**config.mk**
```make
export PLATFORM = sky130hd
export DESIGN_NAME = systolic_block_feeder
export DESIGN_NICKNAME = d
export VERILOG_FILES = /design/src/rtl/systolic_pkg.sv /design/src/rtl/systolic_entry_fifo.sv /design/src/rtl/systolic_block_feeder.sv
export SDC_FILE = /design/constraint.sdc
export NUM_CORES = 1
export LEC_CHECK = 0
export CORE_MARGIN = 10
export CORE_UTILIZATION = 49
export CTS_CLUSTER_DIAMETER = 120
export DETAILED_ROUTE_END_ITERATION = 12
export PLACE_DENSITY = 0.8
export SYNTH_ARGS = -nofsm -noshare
export SYNTH_HDL_FRONTEND = slang
export SYNTH_SLANG_ARGS = --single-unit
```
**constraint.sdc**
```tcl
create_clock -name clk -period 5.85 [get_ports clk]
set_clock_uncertainty 0.15 [all_clocks]
set_input_delay 1.755 -clock clk [delete_from_list [all_inputs] [get_ports clk]]
set_output_delay 1.755 -clock clk [all_outputs]
set_load 0.01 [all_outputs]
```
**src/rtl/systolic_pkg.sv**
```systemverilog
// Shared types and constants for the systolic tile feeder path.
package systolic_pkg;

  localparam int NIB_W     = 4;
  localparam int WORD_W    = 16;
  localparam int CTRL_W    = 4;
  localparam int BLOCK_LEN = 4;

  // Read-address codes carried in ctrl[3:2]; decoded by the tile, not here.
  localparam logic [1:0] ADDR_C01 = 2'd2;
  localparam logic [1:0] ADDR_C23 = 2'd3;

  typedef struct packed {
    logic [WORD_W-1:0] col;
    logic [WORD_W-1:0] row;
    logic [CTRL_W-1:0] colctl;
    logic [CTRL_W-1:0] rowctl;
  } entry_t;

  // Zero words XOR nothing into the accumulators; zero ctrl is pass-through.
  localparam entry_t IDLE_ENTRY = '0;

endpackage

```
**src/rtl/systolic_entry_fifo.sv**
```systemverilog
// Small synchronous FIFO of feeder entries with a synchronous clear.
module systolic_entry_fifo
  import systolic_pkg::*;
#(
  parameter int DEPTH = 2
) (
  input  logic   clk,
  input  logic   rst,
  input  logic   flush,
  input  logic   push,
  input  entry_t push_data,
  input  logic   pop,
  output entry_t head,
  output logic   full,
  output logic   empty
);

  localparam int AW = $clog2(DEPTH);
  localparam logic [AW:0] PTR_ONE = {{AW{1'b0}}, 1'b1};

  entry_t      mem_q [DEPTH];
  logic [AW:0] wr_q, wr_d;
  logic [AW:0] rd_q, rd_d;
  logic        do_push, do_pop;

  // Extra pointer MSB distinguishes full from empty when the indices match.
  assign full    = (wr_q[AW] != rd_q[AW]) && (wr_q[AW-1:0] == rd_q[AW-1:0]);
  assign empty   = (wr_q == rd_q);
  assign do_push = push && !full && !flush;
  assign do_pop  = pop && !empty && !flush;
  assign head    = mem_q[rd_q[AW-1:0]];

  // Next pointers: flush rewinds both, otherwise advance on push/pop.
  always_comb begin
    wr_d = wr_q;
    rd_d = rd_q;
    if (flush) begin
      wr_d = '0;
      rd_d = '0;
    end else begin
      if (do_push) wr_d = wr_q + PTR_ONE;
      if (do_pop)  rd_d = rd_q + PTR_ONE;
    end
  end

  // Pointer registers.
  always_ff @(posedge clk) begin
    if (rst) begin
      wr_q <= '0;
      rd_q <= '0;
    end else begin
      wr_q <= wr_d;
      rd_q <= rd_d;
    end
  end

  // Storage; contents are don't-care until written, so no reset.
  always_ff @(posedge clk) begin
    if (do_push) mem_q[wr_q[AW-1:0]] <= push_data;
  end

endmodule

```
**src/rtl/systolic_block_feeder.sv**
```systemverilog
// Buffers operand entries and serializes them MSB-nibble first into
// 4-cycle blocks aligned to the tile's count; idle blocks are all zeros.
module systolic_block_feeder
  import systolic_pkg::*;
#(
  parameter int DEPTH = 2,
  parameter int NIB   = 4
) (
  input  logic        clk,
  input  logic        rst,
  input  logic        flush,
  input  logic        in_valid,
  output logic        in_ready,
  input  logic [15:0] in_col_word,
  input  logic [15:0] in_row_word,
  input  logic [3:0]  in_col_ctrl,
  input  logic [3:0]  in_row_ctrl,
  output logic [3:0]  col_nib,
  output logic [3:0]  row_nib,
  output logic        col_ctrl_bit,
  output logic        row_ctrl_bit,
  output logic [1:0]  phase,
  output logic        underrun
);

  localparam logic [1:0] LAST_PHASE = 2'(BLOCK_LEN - 1);

  entry_t     push_entry, head;
  entry_t     sr_q, sr_d;
  logic [1:0] phase_q, phase_d;
  logic       underrun_q, underrun_d;
  logic       seen_q, seen_d;
  logic       full, empty, push, pop, load;

  assign push_entry = '{col: in_col_word, row: in_row_word,
                        colctl: in_col_ctrl, rowctl: in_row_ctrl};

  assign in_ready = !full && !rst;
  assign push     = in_valid && in_ready && !flush;
  assign load     = (phase_q == LAST_PHASE);
  // A flush on the load edge wins: the next block is idle.
  assign pop      = load && !empty && !flush;

  systolic_entry_fifo #(.DEPTH(DEPTH)) u_fifo (
    .clk       (clk),
    .rst       (rst),
    .flush     (flush),
    .push      (push),
    .push_data (push_entry),
    .pop       (pop),
    .head      (head),
    .full      (full),
    .empty     (empty)
  );

  // Next state: load a block on the last phase, otherwise shift one step.
  always_comb begin
    phase_d    = phase_q + 2'd1;
    sr_d       = sr_q;
    underrun_d = underrun_q;
    seen_d     = seen_q;
    if (load) begin
      sr_d = pop ? head : IDLE_ENTRY;
    end else begin
      sr_d.col    = {sr_q.col[WORD_W-NIB-1:0], {NIB{1'b0}}};
      sr_d.row    = {sr_q.row[WORD_W-NIB-1:0], {NIB{1'b0}}};
      sr_d.colctl = {sr_q.colctl[CTRL_W-2:0], 1'b0};
      sr_d.rowctl = {sr_q.rowctl[CTRL_W-2:0], 1'b0};
    end
    if (flush) begin
      underrun_d = 1'b0;
      seen_d     = 1'b0;
    end else begin
      if (load && empty && seen_q) underrun_d = 1'b1;
      if (push) seen_d = 1'b1;
    end
  end

  // State registers; reset releases the tile on the same edge (phase 0).
  always_ff @(posedge clk) begin
    if (rst) begin
      phase_q    <= '0;
      sr_q       <= IDLE_ENTRY;
      underrun_q <= 1'b0;
      seen_q     <= 1'b0;
    end else begin
      phase_q    <= phase_d;
      sr_q       <= sr_d;
      underrun_q <= underrun_d;
      seen_q     <= seen_d;
    end
  end

  assign col_nib      = sr_q.col[WORD_W-1 -: NIB];
  assign row_nib      = sr_q.row[WORD_W-1 -: NIB];
  assign col_ctrl_bit = sr_q.colctl[CTRL_W-1];
  assign row_ctrl_bit = sr_q.rowctl[CTRL_W-1];
  assign phase        = phase_q;
  assign underrun     = underrun_q;

endmodule

```
# ---- Word-level counts from Yosys, hierarchy flattened
# Memories as Yosys holds them, arrays and structs flattened. A register that Yosys moved wholly into a read port is not among the register bits.
# Index checks and enable logic that the tools add are counted.
dict set report totals {
  reg_bits 48
  mem_bits_rw 80
  in_bits 44
  out_inout_bits 14
  elab_cells 47
  n_memories 1
}
dict set report op_classes {
  add_sub_neg 3
  n_eq_ne 4
  muxes 6
  n_bitwise 2
  reduce_logical 18
}
# memory words width read_ports rd_clocked_by_memory_dff wr line_no
set memory_table {}
lappend memory_table {u_fifo.mem_q 2 40 1 1 1 systolic_entry_fifo.sv:21} ;# entry_t mem_q [DEPTH];
# op count
set op_table {}
lappend op_table {{$mux W40} 2}
lappend op_table {{$logic_and A1 B1 Y1} 12}
lappend op_table {{$add A2 B1 Y2 const B} 3}
lappend op_table {{$logic_not A1 Y1} 4}
lappend op_table {{$mux W1} 4}
lappend op_table {{$reduce_or A3 Y1} 1}
lappend op_table {{$eq A2 B2 Y1} 1}
lappend op_table {{$eq A2 B2 Y1 const B} 1}
lappend op_table {{$not A1 Y1} 2}
lappend op_table {{$reduce_or A2 Y1} 1}
lappend op_table {{$eq A1 B1 Y1} 1}
lappend op_table {{$ne A1 B1 Y1} 1}

# ---- Logic depth before layout (Yosys ltp)
# Gate-level depths: netlist (run 1).
dict set report depth {
  ltp_word 10
  depth_mapped 5
  depth_no_buf 4
}

# ---- By module
# A second synthesis (run 1) with hierarchy kept.
dict set report hier_totals {
  cells_unflattened 335
  hier_area_um2 4987.3
}
# module n_inst cells_per_inst area_each_um2 seq_area_each_um2
set by_module_without_submodules {}
lappend by_module_without_submodules {systolic_entry_fifo 1 155 3149.3 2502.4}
lappend by_module_without_submodules {systolic_block_feeder 1 180 1838.0 880.8}

# ---- Worst setup path after synthesis (run 1)
# OpenSTA, ideal clock, no wires.
dict set report synth_timing {
  path_kind {input to register}
  startpoint {input port flush}
  endpoint {memory u_fifo.mem_q[1][0] (netlist bit), enable pin}
  setup_ns 0.498
  t_arrival_ns 5.186
  required_time_ns 5.202
  path_slack_ns 0.016
  stages 3
  path_buffers 0
  path_cell_list {nor2_1 nand2_1 a211oi_1}
}
dict set report synth_between {
  elab_chain_len 6
}
# element line_no
set synth_rtl {}
lappend synth_rtl {{from (decl)} systolic_block_feeder.sv:11} ;# input logic flush,
lappend synth_rtl {{$logic_not A1 Y1 *} {systolic_entry_fifo.sv:29, systolic_block_feeder.sv:39}}
lappend synth_rtl {{$logic_and A1 B1 Y1} systolic_block_feeder.sv:39} ;# assign push = in_valid && in_ready && !flush;
lappend synth_rtl {{$logic_and A1 B1 Y1} systolic_entry_fifo.sv:29} ;# assign do_push = push && !full && !flush;
lappend synth_rtl {{$logic_and A1 B1 Y1 *} systolic_entry_fifo.sv:29}
lappend synth_rtl {{$mux W1 *} systolic_entry_fifo.sv:59} ;# if (do_push) mem_q[wr_q[AW-1:0]] <= push_data;
lappend synth_rtl {{$mux W1 (implied by the code) *} systolic_entry_fifo.sv:59}
lappend synth_rtl {{to (decl)} systolic_entry_fifo.sv:21}
# Every way passes the cells marked *; elsewhere a longest branch is shown, timed or not.

# ---- Worst setup path in the final report (run 1)
dict set report layout_timing {
  startpoint {input port rst}
  endpoint {output port in_ready}
}
dict set report layout_between {
  elab_chain_len 2
}
# element line_no
set layout_rtl {}
lappend layout_rtl {{from (decl)} systolic_block_feeder.sv:10} ;# input logic rst,
lappend layout_rtl {{$logic_not A1 Y1} systolic_block_feeder.sv:38} ;# assign in_ready = !full && !rst;
lappend layout_rtl {{$logic_and A1 B1 Y1} systolic_block_feeder.sv:38}
lappend layout_rtl {{to (decl)} systolic_block_feeder.sv:13} ;# output logic in_ready,
# No other way between the ends.

==> results of run 1 <==
state kept, by name, summed over array words and instances, names as in the netlist, named ones only:
| signal | flops |
|---|---|
| sr_q | 30 |
| row_ctrl_bit | 1 |
| u_fifo.rd_q | 2 |
| seen_q | 1 |
| row_nib | 4 |
| u_fifo.mem_q | 80 |
| phase | 2 |
| col_nib | 4 |
| u_fifo.wr_q | 2 |
| underrun | 1 |
| col_ctrl_bit | 1 |
power breakdown:
group / leakage (nW) / internal [W] / switching, W
Sequential: 1.12 / 0.000980 / 0.00000440
Clock: 0.281 / 0.000611 / 0.000382
Combinational: 0.540 / 0.0000364 / 0.0000309
Total: 1.94 / 0.00163 / 0.000418
synth_stat cells:
cell type,n,area (um^2)
edfxtp_1,80,2400
dfxtp_1,49,981
mux2i_1,42,420
nand2_1,36,135
o21ai_2,30,263
nor2_1,17,63.8
buf_4,8,60.1
buf_2,5,25.0
buf_6,4,45.0
clkbuf_1,4,15.0
a31oi_1,3,18.8
nand3_1,3,15.0
nand2b_1,2,12.5
nor3_1,2,10.0
a211o_1,1,8.76
a211oi_1,1,7.51
a21oi_1,1,5.00
and2b_1,1,7.51
ha_1,1,12.5
inv_1,1,3.75
nand3b_1,1,7.51
nor2b_1,1,6.26
o211ai_4,1,21.3
o21a_1,1,7.51
o21ai_0,1,5.00
or2_2,1,6.26
xnor2_1,1,8.76
xor2_1,1,8.76
xor2_2,1,16.3
stage by stage:
step                cell area [um^2]   util  total power (W)  hold slack [ns]
global route                    5790  0.630          0.00212            0.293
CTS                             5790  0.630          0.00207            0.278
floorplan                       4600      -          0.00103            0.256
finish                          5790  0.630          0.00205            0.276
detailed placement              5220  0.568          0.00107            0.262
global placement                5220  0.568          0.00107            0.263
cells by family (layout without fill, tap and decap cells):
group | after synthesis | count (layout)
compound gates | 39 | 39
fa+ha+maj | 1 | 1
xor+xnor | 3 | 3
buf+inv | 22 | 95
mux | 42 | 42
flops | 129 | 129
simple gates | 64 | 64
critical path: cells and delay by family:
| kind | cells | cell delay, ns |
|---|---|---|
| buffers and inverters | 2 | 1.06 |
| AND/OR/NAND/NOR | 1 | 0.14 |
worst paths after layout:
| check | start | end | slack (ns) | cells past startpoint |
|---|---|---|---|---|
| min | sr_q[4]$_SDFF_PP0_ | sr_q[5]$_SDFF_PP0_ | 0.28 | 2 |
| max | rst | in_ready | 0.99 | 3 |
| max reg2reg | u_fifo.wr_q[1]$_SDFFE_PP0P_ | u_fifo.mem_q[1][10]$_DFFE_PP_ | 3.89 | 3 |
| min reg2reg | sr_q[4]$_SDFF_PP0_ | sr_q[5]$_SDFF_PP0_ | 0.28 | 2 |
layer usage:
metal / vias to the layer above / wire [um] / share of wire
met5: - / 0 / 0
met4: 0 / 153 / 0.020
met3: 10 / 444 / 0.057
met2: 82 / 3960 / 0.51
met1: 1159 / 3270 / 0.42
li1: 1204 / - / -
cell type report:
cell class | instances | area (um^2) | share of cell area
Clock buffer | 18 | 418 | 0.0721
Clock inverter | 14 | 153 | 0.0263
Inverter | 1 | 3.75 | 0.000648
Multi-Input combinational cell | 149 | 1090 | 0.188
Sequential cell | 129 | 3380 | 0.584
Tap cell | 111 | 139 | 0.0240
Timing Repair Buffer | 62 | 608 | 0.105
==> impl_metrics.toml, run 1 <==
[status]
status = "complete, no violations"

[synth]
synth_xor_area_frac = 0.00734
seq_area_frac_synth = 0.736
syn_inst = 300
synth_seq_cells = 129
ys_warn_count = 0
muxShareOfSynthArea = 0.0914
synthesis.nets = 345
synth_compound_area_frac = 0.0732
synth_top_family_by_area = "multiplexers"
synth-simple-area-share = 0.0574
syn_area_per_cell_um2 = 15.3
yosys.area_share.adder = 0.00272
synth.distinct_cells = 29
syn-cell-area_um2 = 4600

[cells_and_area]
area_growth_pct = 26.0
instances_no_fill = 484
layout_commonest_cell = "edfxtp_1"
drive_above_1_share = 0.196
num_antenna_cells = 0
fillers = 675
final_nets = 405
layout_common_cells = "edfxtp_1, clkdlybuf4s50_1, dfxtp_1"

[global_route]
met3_usage = 0.0464
use_met1 = 0.133
track_usage = 0.123
antenna_found_initial = 0
grt_pass1_vias = 2532
grt-ovfl-total = 0
grt_pass1_wl_um = 12600
grt_use_met2 = 0.207
grt_max_degree = 41
grt-busiest-layer = "met2"

[clocking]
clk_latency_ns = 0.50
clk_path_buf_depth = 2
cts_sinks = 129
clkTransAtPathRegs_ns = 0.06
postCtsSetupBuffers = 0
post_cts_resized = 0
ctsHoldBuffers = 0
cts_tree = "yes"
cts_made_buffers = 17
ctsRootBufferMaster = "clkbuf_8"
htreeDepth = 4

[min_path]
worstHoldPathType = "reg2reg"

[timing]
setup_viol = 0
setup_ws_ns = 0.989
tns_ns = 0
hold_viol = 0
period_share = 0.831
fmax_mhz = 206
tightest_slew_ns = 0.699
rsz0062_at_grt = "false"
fin_crit_ns = 4.86
slew_violations = 0
relSlewSlack = 0.534

[critical_path]
end_kind = "output port"
slowest_delay_ns = 0.55
crit_path_top_delay_cell = "clkdlybuf4s50_1"
cpMostUsedCell = "clkdlybuf4s50_1"
setup.worst_path.class = "in2out"
start_kind = "input pin"
crit_chain = "clkdlybuf4s50_1, nor2_1, clkdlybuf4s50_1"
timing.critical_path.fanout_max = 6
crit_required_ns = 3.94
cp.arrival_ns = 2.96

[detailed_routing]
first_pass_iters = 4
drt-total-wl_um = 7830
route.detailed.drc = 0
vias_per_cell = 5.07
vias = 2455
wl_per_cell_um = 16.2
drtIter0Drc = 131
final_antenna_net_count = 0

[pwr]
ir_worst_vdd_uv = 251
leakage_nw = 1.94
power_density_nw_per_um2 = 353

[floorplanning]
row_count = 35
die_width_um = 117
initial_core_util = 0.500
die_area_um2 = 13700
core_um2 = 9200
die_h_um = 117
io_pins = 58

[placement]
io_buffers = 57
place_congestion = 0.757
place_hpwl_um = 4810
place_worst_setup_slack_ns = 0.980
place_inst = 452

[job]
drv_cap = 0
Note: power is estimated with default switching activity, not from simulation.
==> inputs of run 2 (changes only) <==
--- a/config.mk
+++ b/config.mk
@@ -6,10 +6,10 @@
 export NUM_CORES = 1
 export LEC_CHECK = 0
 export CORE_MARGIN = 10
-export CORE_UTILIZATION = 49
+export CORE_UTILIZATION = 54
 export CTS_CLUSTER_DIAMETER = 120
 export DETAILED_ROUTE_END_ITERATION = 12
-export PLACE_DENSITY = 0.8
+export PLACE_DENSITY = 0.83
 export SYNTH_ARGS = -nofsm -noshare
 export SYNTH_HDL_FRONTEND = slang
 export SYNTH_SLANG_ARGS = --single-unit
==> constraint.sdc (replaced) <==
create_clock -name clk -period 4.7 [get_ports clk]
set_clock_uncertainty 0.15 [all_clocks]
set_input_delay 1.41 -clock clk [delete_from_list [all_inputs] [get_ports clk]]
set_output_delay 1.41 -clock clk [all_outputs]
set_load 0.01 [all_outputs]
==> run 2 against run 1 <==
  * Worst setup slack got worse by 0.44 ns
  * Clock-buffer cell count is 3 higher
  * Sequential share of layout area fell by 0.29 points
  * Total power is 26% higher
  * Combinational power is 24% higher
  * Die area fell by 7.7%
==> impl_metrics.toml, run 2 (synthesis results as in run 1) <==
[min_path]
worstHoldPathType = "reg2reg"
whs_path_depth = 2
hold_path_startpoint = "sr_q[28]$_SDFF_PP0_"
hold-path-endpoint = "sr_q[32]$_SDFF_PP0_"

[critical_path]
cp.arrival_ns = 2.60
r2r_cells = 4
crit_required_ns = 3.14
start_kind = "input pin"
timing.critical_path.fanout_max = 6
setup.worst_path.class = "in2out"
end_kind = "output port"
r2r_slack_ns = 2.48
r2r-end = "sr_q[15]$_SDFF_PP0_"
reg2reg_from = "u_fifo.rd_q[0]$_SDFFE_PP0P_"

[cells_and_area]
fillers = 557
num_antenna_cells = 0
final_nets = 405
layout_commonest_cell = "edfxtp_1"
layout_common_cells = "edfxtp_1, clkdlybuf4s50_1, dfxtp_1"
largest_reg_flops = 80
multiInputGateArea_um2 = 1090
drive_above_1_share = 0.196
seq_area_um2 = 3380
area_growth_pct = 26.6
utilization = 0.705

[clocking]
post_cts_resized = 0
cts_tree = "yes"
clk_path_buf_depth = 2
ctsRootBufferMaster = "clkbuf_8"
postCtsSetupBuffers = 0
cts_made_buffers = 17
clkTransAtPathRegs_ns = 0.05
ctsHoldBuffers = 0
cts_sinks = 129
htreeDepth = 4
clk_latency_ns = 0.50

[placement]
place_hpwl_um = 4760
io_buffers = 57
place_congestion = 0.805

[detailed_routing]
final_antenna_net_count = 0
drtIter0Drc = 93
wl_per_cell_um = 16.1
drt-total-wl_um = 7700
route.detailed.drc = 0
vias = 2438
first_pass_iters = 4
vias_per_cell = 5.10

[timing]
tightest_slew_ns = 0.742
fin_crit_ns = 4.16
rsz0062_at_grt = "false"
tns_ns = 0
slew_violations = 0
relSlewSlack = 0.503
fmax_mhz = 241
period_share = 0.884
setup_viol = 0
hold_viol = 0

[floorplanning]
initial_core_util = 0.557
die_h_um = 112
die_width_um = 112
core_um2 = 8260
die_area_um2 = 12600
row_count = 33
io_pins = 58

[global_route]
grt_max_degree = 41
grt_pass1_vias = 2582
grt-ovfl-total = 0
antenna_found_initial = 0
track_usage = 0.125
grt_pass1_wl_um = 12400

[pwr]
ir_worst_vdd_uv = 307
power_density_nw_per_um2 = 444
leakage_nw = 1.94

[status]
status = "complete, no violations"

[job]
drv_cap = 0
run 2: cell count changes in the layout (fill, tap and decap cells not counted):
cell,delta
clkinvlp_4,+3
clkinv_2,-2
nor3_4,+1
nor3_2,-1
inv_6,-5
clkbuf_16,+1
clkinv_4,+1
clkbuf_8,+2
run 2: per-stage QoR:
step	hold slack (ns)	setup WS [ns]	power (W)	area, um^2	instances
final	0.278	0.545	0.00258	5820	478
after global routing	0.295	0.465	0.00267	5820	478
after CTS	0.278	0.533	0.00260	5820	478
after detailed placement	0.262	0.525	0.00133	5220	446
after global placement	0.260	0.565	0.00133	5220	446
after floorplan	0.256	0.566	0.00128	4610	300
run 2: power breakdown:
| group | internal, W | leakage [nW] | switching (W) | total, W |
|---|---|---|---|---|
| Clock | 0.000815 | 0.281 | 0.000458 | 0.00127 |
| Sequential | 0.00122 | 1.12 | 0.00000594 | 0.00123 |
| Combinational | 0.0000455 | 0.541 | 0.0000381 | 0.0000836 |
run 2: layout make-up:
| cell class | instances | area share |
|---|---|---|
| Clock buffer | 21 | 0.0808 |
| Clock inverter | 11 | 0.0224 |
| Inverter | 1 | 0.000645 |
| Multi-Input combinational cell | 149 | 0.188 |
| Sequential cell | 129 | 0.581 |
| Tap cell | 105 | 0.0226 |
| Timing Repair Buffer | 62 | 0.104 |
run 2: worst max path at each step:
stage | cells after the start | startpoint | end
6_report | 3 | rst | in_ready
5_1_grt | 3 | rst | in_ready
4_1_cts | 3 | rst | in_ready
3_5_place_dp | 3 | rst | in_ready
3_3_place_gp | 3 | rst | in_ready
2_1_floorplan | 3 | flush | u_fifo.mem_q[1][0]$_DFFE_PP_
run 2: metal layers:
layer,track usage,routed length [um]
met3,0.0527,348
met1,0.142,3310
met2,0.204,3950
met5,0,0
met4,0.0508,88
run 2: critical path, cell delays in order:
cell,delay [ns]
clkdlybuf4s50_1,0.50
nor2_1,0.13
clkdlybuf4s50_1,0.55
==> inputs of run 3 (changes only) <==
--- a/config.mk
+++ b/config.mk
@@ -6,10 +6,10 @@
 export NUM_CORES = 1
 export LEC_CHECK = 0
 export CORE_MARGIN = 10
-export CORE_UTILIZATION = 54
+export CORE_UTILIZATION = 58
 export CTS_CLUSTER_DIAMETER = 120
 export DETAILED_ROUTE_END_ITERATION = 12
-export PLACE_DENSITY = 0.83
+export PLACE_DENSITY = 0.88
 export SYNTH_ARGS = -nofsm -noshare
 export SYNTH_HDL_FRONTEND = slang
 export SYNTH_SLANG_ARGS = --single-unit
==> constraint.sdc (replaced) <==
create_clock -name clk -period 5 [get_ports clk]
set_clock_uncertainty 0.15 [all_clocks]
set_input_delay 1.5 -clock clk [delete_from_list [all_inputs] [get_ports clk]]
set_output_delay 1.5 -clock clk [all_outputs]
set_load 0.01 [all_outputs]
==> run 3 against run 2 <==
  * Hold slack better by 0.0012 ns
  * Total power decreased by 5.0%
  * Cell count fell by 0.63%
  * Critical endpoint unchanged
  * Largest cell class unchanged
==> impl_metrics.toml, run 3 (synthesis results as in run 1) <==
[floorplanning]
die_width_um = 109
row_count = 32
core_um2 = 7730
die_area_um2 = 11900
die_h_um = 109
initial_core_util = 0.595
io_pins = 58

[clocking]
clk_latency_ns = 0.51
clkTransAtPathRegs_ns = 0.06
clk_path_buf_depth = 2
cts_sinks = 129
cts_made_buffers = 17
ctsRootBufferMaster = "clkbuf_8"
cts_tree = "yes"
ctsHoldBuffers = 0
postCtsSetupBuffers = 0
htreeDepth = 4
post_cts_resized = 0

[global_route]
grt_pass1_vias = 2721
grt_max_degree = 41
track_usage = 0.147
grt_pass1_wl_um = 13100
grt-ovfl-total = 0
antenna_found_initial = 0

[status]
status = "complete, no violations"

[job]
drv_cap = 0

[detailed_routing]
vias_per_cell = 5.32
drtIter0Drc = 102
route.detailed.drc = 0
final_antenna_net_count = 0
vias = 2528
first_pass_iters = 4
wl_per_cell_um = 17.3
drt-total-wl_um = 8220

[min_path]
worstHoldPathType = "reg2reg"
whs_path_depth = 2
hold_path_startpoint = "sr_q[32]$_SDFF_PP0_"
hold-path-endpoint = "col_nib[0]$_SDFF_PP0_"

[critical_path]
setup.worst_path.class = "in2out"
timing.critical_path.fanout_max = 6
r2r-end = "sr_q[34]$_SDFF_PP0_"
cp.arrival_ns = 2.68
reg2reg_from = "u_fifo.rd_q[0]$_SDFFE_PP0P_"
crit_required_ns = 3.35
r2r_cells = 4
end_kind = "output port"
start_kind = "input pin"
r2r_slack_ns = 2.68

[cells_and_area]
utilization = 0.753
drive_above_1_share = 0.196
instances_no_fill = 475
final_cell_area_um2 = 5820
layout_common_cells = "edfxtp_1, clkdlybuf4s50_1, dfxtp_1"
num_antenna_cells = 0
final_nets = 405
area_growth_pct = 26.4
layout_commonest_cell = "edfxtp_1"
fillers = 454
largest_reg_flops = 80

[timing]
setup_viol = 0
slew_violations = 0
relSlewSlack = 0.432
rsz0062_at_grt = "false"
fin_crit_ns = 4.33
setup_ws_ns = 0.671
period_share = 0.866
tightest_slew_ns = 0.848
fmax_mhz = 231
hold_viol = 0
tns_ns = 0

[placement]
place_inst = 443
place_worst_setup_slack_ns = 0.662
placed_area_um2 = 5220
place_congestion = 0.758
io_buffers = 57
place_hpwl_um = 4930

[pwr]
ir_worst_vdd_uv = 255
leakage_nw = 1.94
power_density_nw_per_um2 = 422
-- run 3: cell types whose count changed in the layout (fill, tap and decap cells not counted) --
| cell | delta |
|---|---|
| bufinv_16 | +1 |
| clkbuf_16 | -1 |
| clkbuf_8 | -2 |
| clkinv_2 | -1 |
| clkinv_4 | -3 |
| clkinvlp_4 | +1 |
| inv_6 | +5 |
-- run 3: layer usage --
metal	vias up	routed length, um	GRT usage
met5	-	0	0
met4	0	151	0.0772
met3	12	413	0.0448
met2	72	4390	0.259
met1	1248	3260	0.155
li1	1196	-	-
-- run 3: final cells by class --
class	instances	area [um^2]	share of cell area
Clock inverter	14	180	0.0310
Clock buffer	18	418	0.0719
Multi-Input combinational cell	149	1090	0.188
Tap cell	102	128	0.0219
Sequential cell	129	3380	0.582
Timing Repair Buffer	62	608	0.105
Inverter	1	3.75	0.000645
-- run 3: worst max path at each step --
stage | start | endpoint | depth (start not counted)
4_1_cts | rst | in_ready | 3
3_5_place_dp | rst | in_ready | 3
6_report | rst | in_ready | 3
5_1_grt | rst | in_ready | 3
3_3_place_gp | rst | in_ready | 3
2_1_floorplan | flush | u_fifo.mem_q[1][0]$_DFFE_PP_ | 3
-- run 3: power by group --
group | internal, W | switching [W]
Sequential | 0.00115 | 0.00000563
Combinational | 0.0000429 | 0.0000370
Clock | 0.000767 | 0.000456
-- run 3: critical path: stages --
cell and delay, ns:
clkdlybuf4s50_1 0.51, nor2_1 0.13, clkdlybuf4s50_1 0.54
-- run 3: through the flow --
stage / hold slack (ns) / total power [W]
final: 0.279 / 0.00246
after floorplan: 0.256 / 0.00120
after global placement: 0.259 / 0.00125
after global routing: 0.304 / 0.00253
after CTS: 0.285 / 0.00247
after detailed placement: 0.265 / 0.00125
